==> src/rtl/ram_arb_pkg.sv <==
// Shared types for the single-port RAM arbiter.
//   ram_arb_src_e  : which port a pending response belongs to
//   ram_arb_resp_t : registered response descriptor {src, err}
//   RamDataW       : RAM data bus width
package ram_arb_pkg;

    localparam int unsigned RamDataW = 32;

    typedef enum logic [1:0] {
        SrcNone,
        SrcInstr,
        SrcData
    } ram_arb_src_e;

    typedef struct packed {
        ram_arb_src_e src;
        logic         err;
    } ram_arb_resp_t;

endpackage

==> src/rtl/ram_arb_addr_dec.sv <==
// Address window decoder: flags whether a byte address falls inside the
// RAM window [BaseAddr, BaseAddr + Depth*4).
//   addr     : byte address to test
//   in_range : 1 when addr lies inside the window
module ram_arb_addr_dec #(
    parameter int unsigned Depth    = 128,
    parameter logic [31:0] BaseAddr = 32'h0000_0000
) (
    input  logic [31:0] addr,
    output logic        in_range
);

    // Upper bound carried in 33 bits so a window ending at 4 GiB cannot wrap.
    localparam logic [32:0] Limit = {1'b0, BaseAddr} + (33'(Depth) * 33'd4);

    always_comb begin
        in_range = (addr >= BaseAddr) && ({1'b0, addr} < Limit);
    end

endmodule

==> src/rtl/ram_1p_arbiter.sv <==
// Two-port arbiter sharing one single-port, one-cycle-latency RAM between
// the instruction-fetch and data (LSU) interfaces.
//   clk_i, rst_i           : clock, asynchronous active-high reset
//   instr_*                : fetch request (read only) and response
//   data_*                 : LSU request and response
//   ram_*                  : RAM port; ram_rdata_i valid one cycle after ram_req_o
//   stall_cnt_o            : cycles with a request left ungranted
//   conflict_cnt_o         : cycles with both ports requesting
// Optional feature: define RAM_ARB_PERF_EN to build the performance counters;
// otherwise both counter outputs are tied to zero.
module ram_1p_arbiter
    import ram_arb_pkg::*;
#(
    parameter int unsigned Depth    = 128,
    parameter logic [31:0] BaseAddr = 32'h0000_0000,
    parameter int unsigned MaxStall = 4
) (
    input  logic                clk_i,
    input  logic                rst_i,

    input  logic                instr_req_i,
    input  logic [31:0]         instr_addr_i,
    output logic                instr_gnt_o,
    output logic                instr_rvalid_o,
    output logic [RamDataW-1:0] instr_rdata_o,
    output logic                instr_err_o,

    input  logic                data_req_i,
    input  logic                data_we_i,
    input  logic [3:0]          data_be_i,
    input  logic [31:0]         data_addr_i,
    input  logic [RamDataW-1:0] data_wdata_i,
    output logic                data_gnt_o,
    output logic                data_rvalid_o,
    output logic [RamDataW-1:0] data_rdata_o,
    output logic                data_err_o,

    output logic                ram_req_o,
    output logic                ram_we_o,
    output logic [3:0]          ram_be_o,
    output logic [31:0]         ram_addr_o,
    output logic [RamDataW-1:0] ram_wdata_o,
    input  logic [RamDataW-1:0] ram_rdata_i,

    output logic [31:0]         stall_cnt_o,
    output logic [31:0]         conflict_cnt_o
);

    // A zero MaxStall still needs a 1-bit register; it simply never leaves 0.
    localparam int unsigned      StallW   = (MaxStall == 0) ? 1 : $clog2(MaxStall + 1);
    localparam logic [StallW-1:0] StallMax = StallW'(MaxStall);

    logic              instr_in_range;
    logic              data_in_range;
    logic              starve_hit;
    logic [StallW-1:0] starve_q;
    logic [StallW-1:0] starve_d;
    ram_arb_resp_t     resp_q;
    ram_arb_resp_t     resp_d;

    ram_arb_addr_dec #(.Depth(Depth), .BaseAddr(BaseAddr)) u_instr_dec (
        .addr     (instr_addr_i),
        .in_range (instr_in_range)
    );

    ram_arb_addr_dec #(.Depth(Depth), .BaseAddr(BaseAddr)) u_data_dec (
        .addr     (data_addr_i),
        .in_range (data_in_range)
    );

    always_comb begin
        starve_hit  = (MaxStall != 0) && (starve_q == StallMax);
        instr_gnt_o = instr_req_i && (!data_req_i || starve_hit);
        data_gnt_o  = data_req_i && !instr_gnt_o;

        // Data payload is the idle default on the RAM port.
        ram_req_o   = data_gnt_o && data_in_range;
        ram_we_o    = data_gnt_o && data_in_range && data_we_i;
        ram_be_o    = data_be_i;
        ram_addr_o  = data_addr_i;
        ram_wdata_o = data_wdata_i;
        resp_d.src  = SrcNone;
        resp_d.err  = 1'b0;

        if (instr_gnt_o) begin
            ram_req_o  = instr_in_range;
            ram_we_o   = 1'b0;
            ram_be_o   = 4'hF;
            ram_addr_o = instr_addr_i;
            resp_d.src = SrcInstr;
            resp_d.err = !instr_in_range;
        end else if (data_gnt_o) begin
            resp_d.src = SrcData;
            resp_d.err = !data_in_range;
        end

        starve_d = starve_q;
        if (instr_gnt_o) begin
            starve_d = '0;
        end else if (instr_req_i && (starve_q != StallMax)) begin
            starve_d = starve_q + StallW'(1);
        end
    end

    always_ff @(posedge clk_i or posedge rst_i) begin
        if (rst_i) begin
            resp_q.src <= SrcNone;
            resp_q.err <= 1'b0;
            starve_q   <= '0;
        end else begin
            resp_q   <= resp_d;
            starve_q <= starve_d;
        end
    end

    always_comb begin
        instr_rvalid_o = (resp_q.src == SrcInstr);
        instr_err_o    = instr_rvalid_o && resp_q.err;
        instr_rdata_o  = (instr_rvalid_o && !resp_q.err) ? ram_rdata_i : '0;
        data_rvalid_o  = (resp_q.src == SrcData);
        data_err_o     = data_rvalid_o && resp_q.err;
        data_rdata_o   = (data_rvalid_o && !resp_q.err) ? ram_rdata_i : '0;
    end

`ifdef RAM_ARB_PERF_EN
    logic [31:0] stall_q;
    logic [31:0] conflict_q;

    always_ff @(posedge clk_i or posedge rst_i) begin
        if (rst_i) begin
            stall_q    <= '0;
            conflict_q <= '0;
        end else begin
            if (((instr_req_i && !instr_gnt_o) || (data_req_i && !data_gnt_o)) &&
                (stall_q != '1)) begin
                stall_q <= stall_q + 32'd1;
            end
            if (instr_req_i && data_req_i && (conflict_q != '1)) begin
                conflict_q <= conflict_q + 32'd1;
            end
        end
    end

    assign stall_cnt_o    = stall_q;
    assign conflict_cnt_o = conflict_q;
`else
    assign stall_cnt_o    = '0;
    assign conflict_cnt_o = '0;
`endif

endmodule

==> config.mk <==
export PLATFORM = sky130hd
export DESIGN_NAME = ram_1p_arbiter
export DESIGN_NICKNAME = d
export VERILOG_FILES = /design/src/rtl/ram_arb_pkg.sv /design/src/rtl/ram_arb_addr_dec.sv /design/src/rtl/ram_1p_arbiter.sv
export SDC_FILE = /design/constraint.sdc
export NUM_CORES = 1
export LEC_CHECK = 0
export CORE_AREA = 2 2 133 135
export CTS_CLUSTER_SIZE = 40
export DETAILED_ROUTE_END_ITERATION = 8
export DIE_AREA = 0 0 135 137
export DONT_BUFFER_PORTS = 1
export PLACE_DENSITY = 0.33
export SYNTH_ARGS = -nofsm -noshare
export SYNTH_HDL_FRONTEND = slang
export SYNTH_SLANG_ARGS = --single-unit
==> constraint.sdc <==
create_clock -name clk_i -period 1.7 [get_ports clk_i]
set_input_delay 0.255 -clock clk_i [delete_from_list [all_inputs] [get_ports clk_i]]
set_output_delay 0.255 -clock clk_i [all_outputs]
set_load 0.005 [all_outputs]
==> summary.md <==
## Status
* violated checks: negative setup slack
* status: complete, but fails checks

## Floorplanning
* starting density of the core: 0.119
* Rows: 48
* vertical die dimension: 137 um
* Std-Cell Core Area: 17100 um2
* top-level port count: 341
* die area: 18500 um2
* die span in x: 135 um

## Synthesis
* share of the synthesized area in the top cell type: 0.356
* post-synth cell types: 26
* post-synthesis register bit count: 6
* cell area after synthesis: 2030 um2
* cells taking the most area after synthesis: buf_4 36%, and2_1 20%, nand2_1 19%
* flip-flop cell with the highest count after synthesis: dfrtp_1
* synthesized area divided by synthesized cell count: 6.20 um2
* sequential-to-total area share from yosys stat: 0.0741
* Ys Warns: 0
* async set-reset flop share out of synthesis: 1.00
* cell type with the highest aggregate area in the netlist: buf_4
* number of flops mapped to enable cells by yosys: 0
* post-synthesis cell count: 327

## Cells and area
* Post-Route Utilization: 0.129
* number of nets at the end of the flow: 446
* layout cells sized above 1: 0.236
* layout overhead on the synthesized area: 8.64%
* Layout Cells excl Fill: 531
* post-route cell area: 2200 um2

## Drt
* Vias/cell: 3.47
* Antenna Nets Post-Route: 0
* final routed wire length divided by cell count: 13.8 um
* number of remaining DRC errors: 0
* number of DRC markers in iteration 0: 67
* number of vias in the routed layout: 1844
* router iterations before antenna repair: 4
* final WL: 7310 um

## Worst setup path
* capture point of the critical path: ram_addr_o[18]
* crit end category: primary output
* destination of the worst register-to-register timing path: resp_q[0]$_DFF_PP0_
* beginning of the critical path: starve_q[1]$_DFFE_PP0P_
* maximum fanout along the worst path: 37
* RR Startpoint: starve_q[1]$_DFFE_PP0P_
* critical path class: flip-flop to primary output
* Worst Reg2Reg Path Length in Cells: 7
* Arr. time, crit path: 1.49 ns
* Worst setup SP type: flip-flop
* required time at the endpoint of the critical path: 1.44 ns
* setup slack of the most critical reg-to-reg path: 0.31 ns

## Pwr
* cell leakage power: 1.10 nW
* Power Internal: 638 uW
* total power: 952 uW
* proportion of power drawn by the clock network: 0.397
* net switching fraction of the power: 0.330
* net switching power figure: 314 uW
* share of power burned in combinational logic: 0.426
* sequential power share: 0.177
* Peak supply drop: 0.206 mV
* total power per unit cell area: 432 nW/um2

## Clock network
* clock edge transition at the registers on the reported setup and hold paths: 0.03 ns
* clk_lat worst skew: 0.23 ns
* clock sink count: 6
* Clk Tree Root Cell: clkbuf_16
* CTS H-tree lvls: 1
* maximum number of buffers from clock root to sink: 2
* total clock buffers created by CTS: 3
* clock tree from TritonCTS: yes

## Timing
* final hold slack: 0.144 ns
* unrepaired setup endpoints after global routing: true
* final critical-path required period: 1.75 ns
* setup TNS after final layout: -1.14 ns
* # setup viols final: 34
* post-route fraction of the period consumed by the critical path: 1.03
* Hold Violations, Final: 0
* Max Clock Skew: 0.00257 ns
* max-slew violation count: 0
* FMAX: 0.572 GHz
* worst setup margin: -0.0479 ns

## Job
* Max-cap violations: 0

## Global route
* overall track demand over capacity in global routing: 0.0605
* residual overflow from global routing: 0
* global-route wire length before repair: 8180 um
* via count of the first global-routing pass: 1609
* number of antenna violations at the first check in global routing: 1
* largest net degree at the start of global routing: 38

## Placed design
* placed inst area: 1880 um2
* global placer's final weighted congestion: 0.721
* placed wire-length estimate after detailed placement: 6170 um
* number of placed instances with taps included: 519
* Post-Place Setup Slack: -0.0362 ns
* Buffers on Ports: 0

## Worst hold path
* worst hold path type: input pin to flip-flop

==> layout by cell type (no fill, tap or decap), types with 2 or more instances in the layout <==
master and instances:
and2_1 34, and2_4 32, buf_12 4, buf_4 12, buf_6 2, clkbuf_16 5
conb_1 64, dfrtp_1 6, inv_1 3, inv_2 3, nand2_1 95, nand2_2 5
nand2b_1 4, nand3_1 3, nand4_1 2, nor2_1 2, nor3_1 2, nor4_1 10
o21ai_0 3
==> power groups by stage <==
| stage | sequential [mW] | clock [mW] | combinational [mW] |
|---|---|---|---|
| after floorplan | 0.164 | 0 | 0.414 |
| final | 0.168 | 0.378 | 0.405 |
| after global placement | 0.167 | 0 | 0.314 |
| after detailed placement | 0.168 | 0 | 0.314 |
| after global routing | 0.171 | 0.394 | 0.451 |
| after CTS | 0.167 | 0.386 | 0.341 |
==> logic make-up after synthesis <==
logic type	after synthesis	synth area share
and+or+nand+nor	195	0.478
buffers and inverters	116	0.409
AOI/OAI and AO/OA	7	0.0241
DFF	6	0.0741
adders and majority gates	2	0.0123
other	1	0.00185
==> cells in the mapped netlist, drive strengths merged (2+ instances only) <==
| cell type | count |
|---|---|
| nand2 | 100 |
| inv | 7 |
| nand3 | 3 |
| o21ai | 3 |
| ha | 2 |
| buf | 103 |
| dfrtp | 6 |
| and2b | 3 |
| clkbuf | 6 |
| and2 | 66 |
| nand4 | 2 |
| nor2 | 2 |
| nor4 | 10 |
| nor3 | 2 |
| nand2b | 5 |
==> sequential cells by signal, summed over array words and instances, names as in the netlist <==
register	flops
starve_q	3
resp_q	3
==> per-layer routing <==
metal  track usage  up-vias  part of all wire
met4        0.0451        0             0.050
met1        0.0491      804              0.30
met5             0        -                 0
met2         0.120      214              0.53
li1              -      804                 -
met3        0.0196       22              0.12
==> area by class of cell <==
| type | count | area, um2 |
|---|---|---|
| Antenna cell | 1 | 2.50 |
| Clock buffer | 3 | 75.1 |
| Fill cell | 1974 | 14900 |
| Inverter | 7 | 31.3 |
| Multi-Input combinational cell | 268 | 1410 |
| Sequential cell | 6 | 150 |
| Tap cell | 225 | 282 |
| Timing Repair Buffer | 21 | 253 |
==> worst min-delay path by stage <==
| stage | startpoint | to | slack, ns | depth (start not counted) |
|---|---|---|---|---|
| 2_1_floorplan | rst_i | resp_q[0]$_DFF_PP0_ | 0.05 | 1 |
| 3_3_place_gp | rst_i | starve_q[2]$_DFFE_PP0P_ | 0.07 | 1 |
| 3_5_place_dp | rst_i | resp_q[1]$_DFF_PP0_ | 0.08 | 1 |
| 4_1_cts | instr_req_i | starve_q[0]$_DFFE_PP0P_ | 0.14 | 1 |
| 5_1_grt | instr_req_i | starve_q[0]$_DFFE_PP0P_ | 0.16 | 1 |
| 6_report | instr_req_i | starve_q[1]$_DFFE_PP0P_ | 0.14 | 1 |
==> critical path: stages (launching register included) <==
cell and delay, ns:
dfrtp_1 0.36, inv_2 0.06, ha_4 0.15, a21boi_2 0.13
nand2b_4 0.19, buf_12 0.20, nand2_1 0.08, nand2_1 0.09
==> repair_timing <==
action	CTS	global route
hold buffers	1	0
endpoints found under the hold margin	6	0
pin swaps	4	26
setup buffers	3	1
endpoints found under the setup margin	39	104
resized for setup	14	41
gates cloned	0	3
Power figures use the tool's default switching activity.
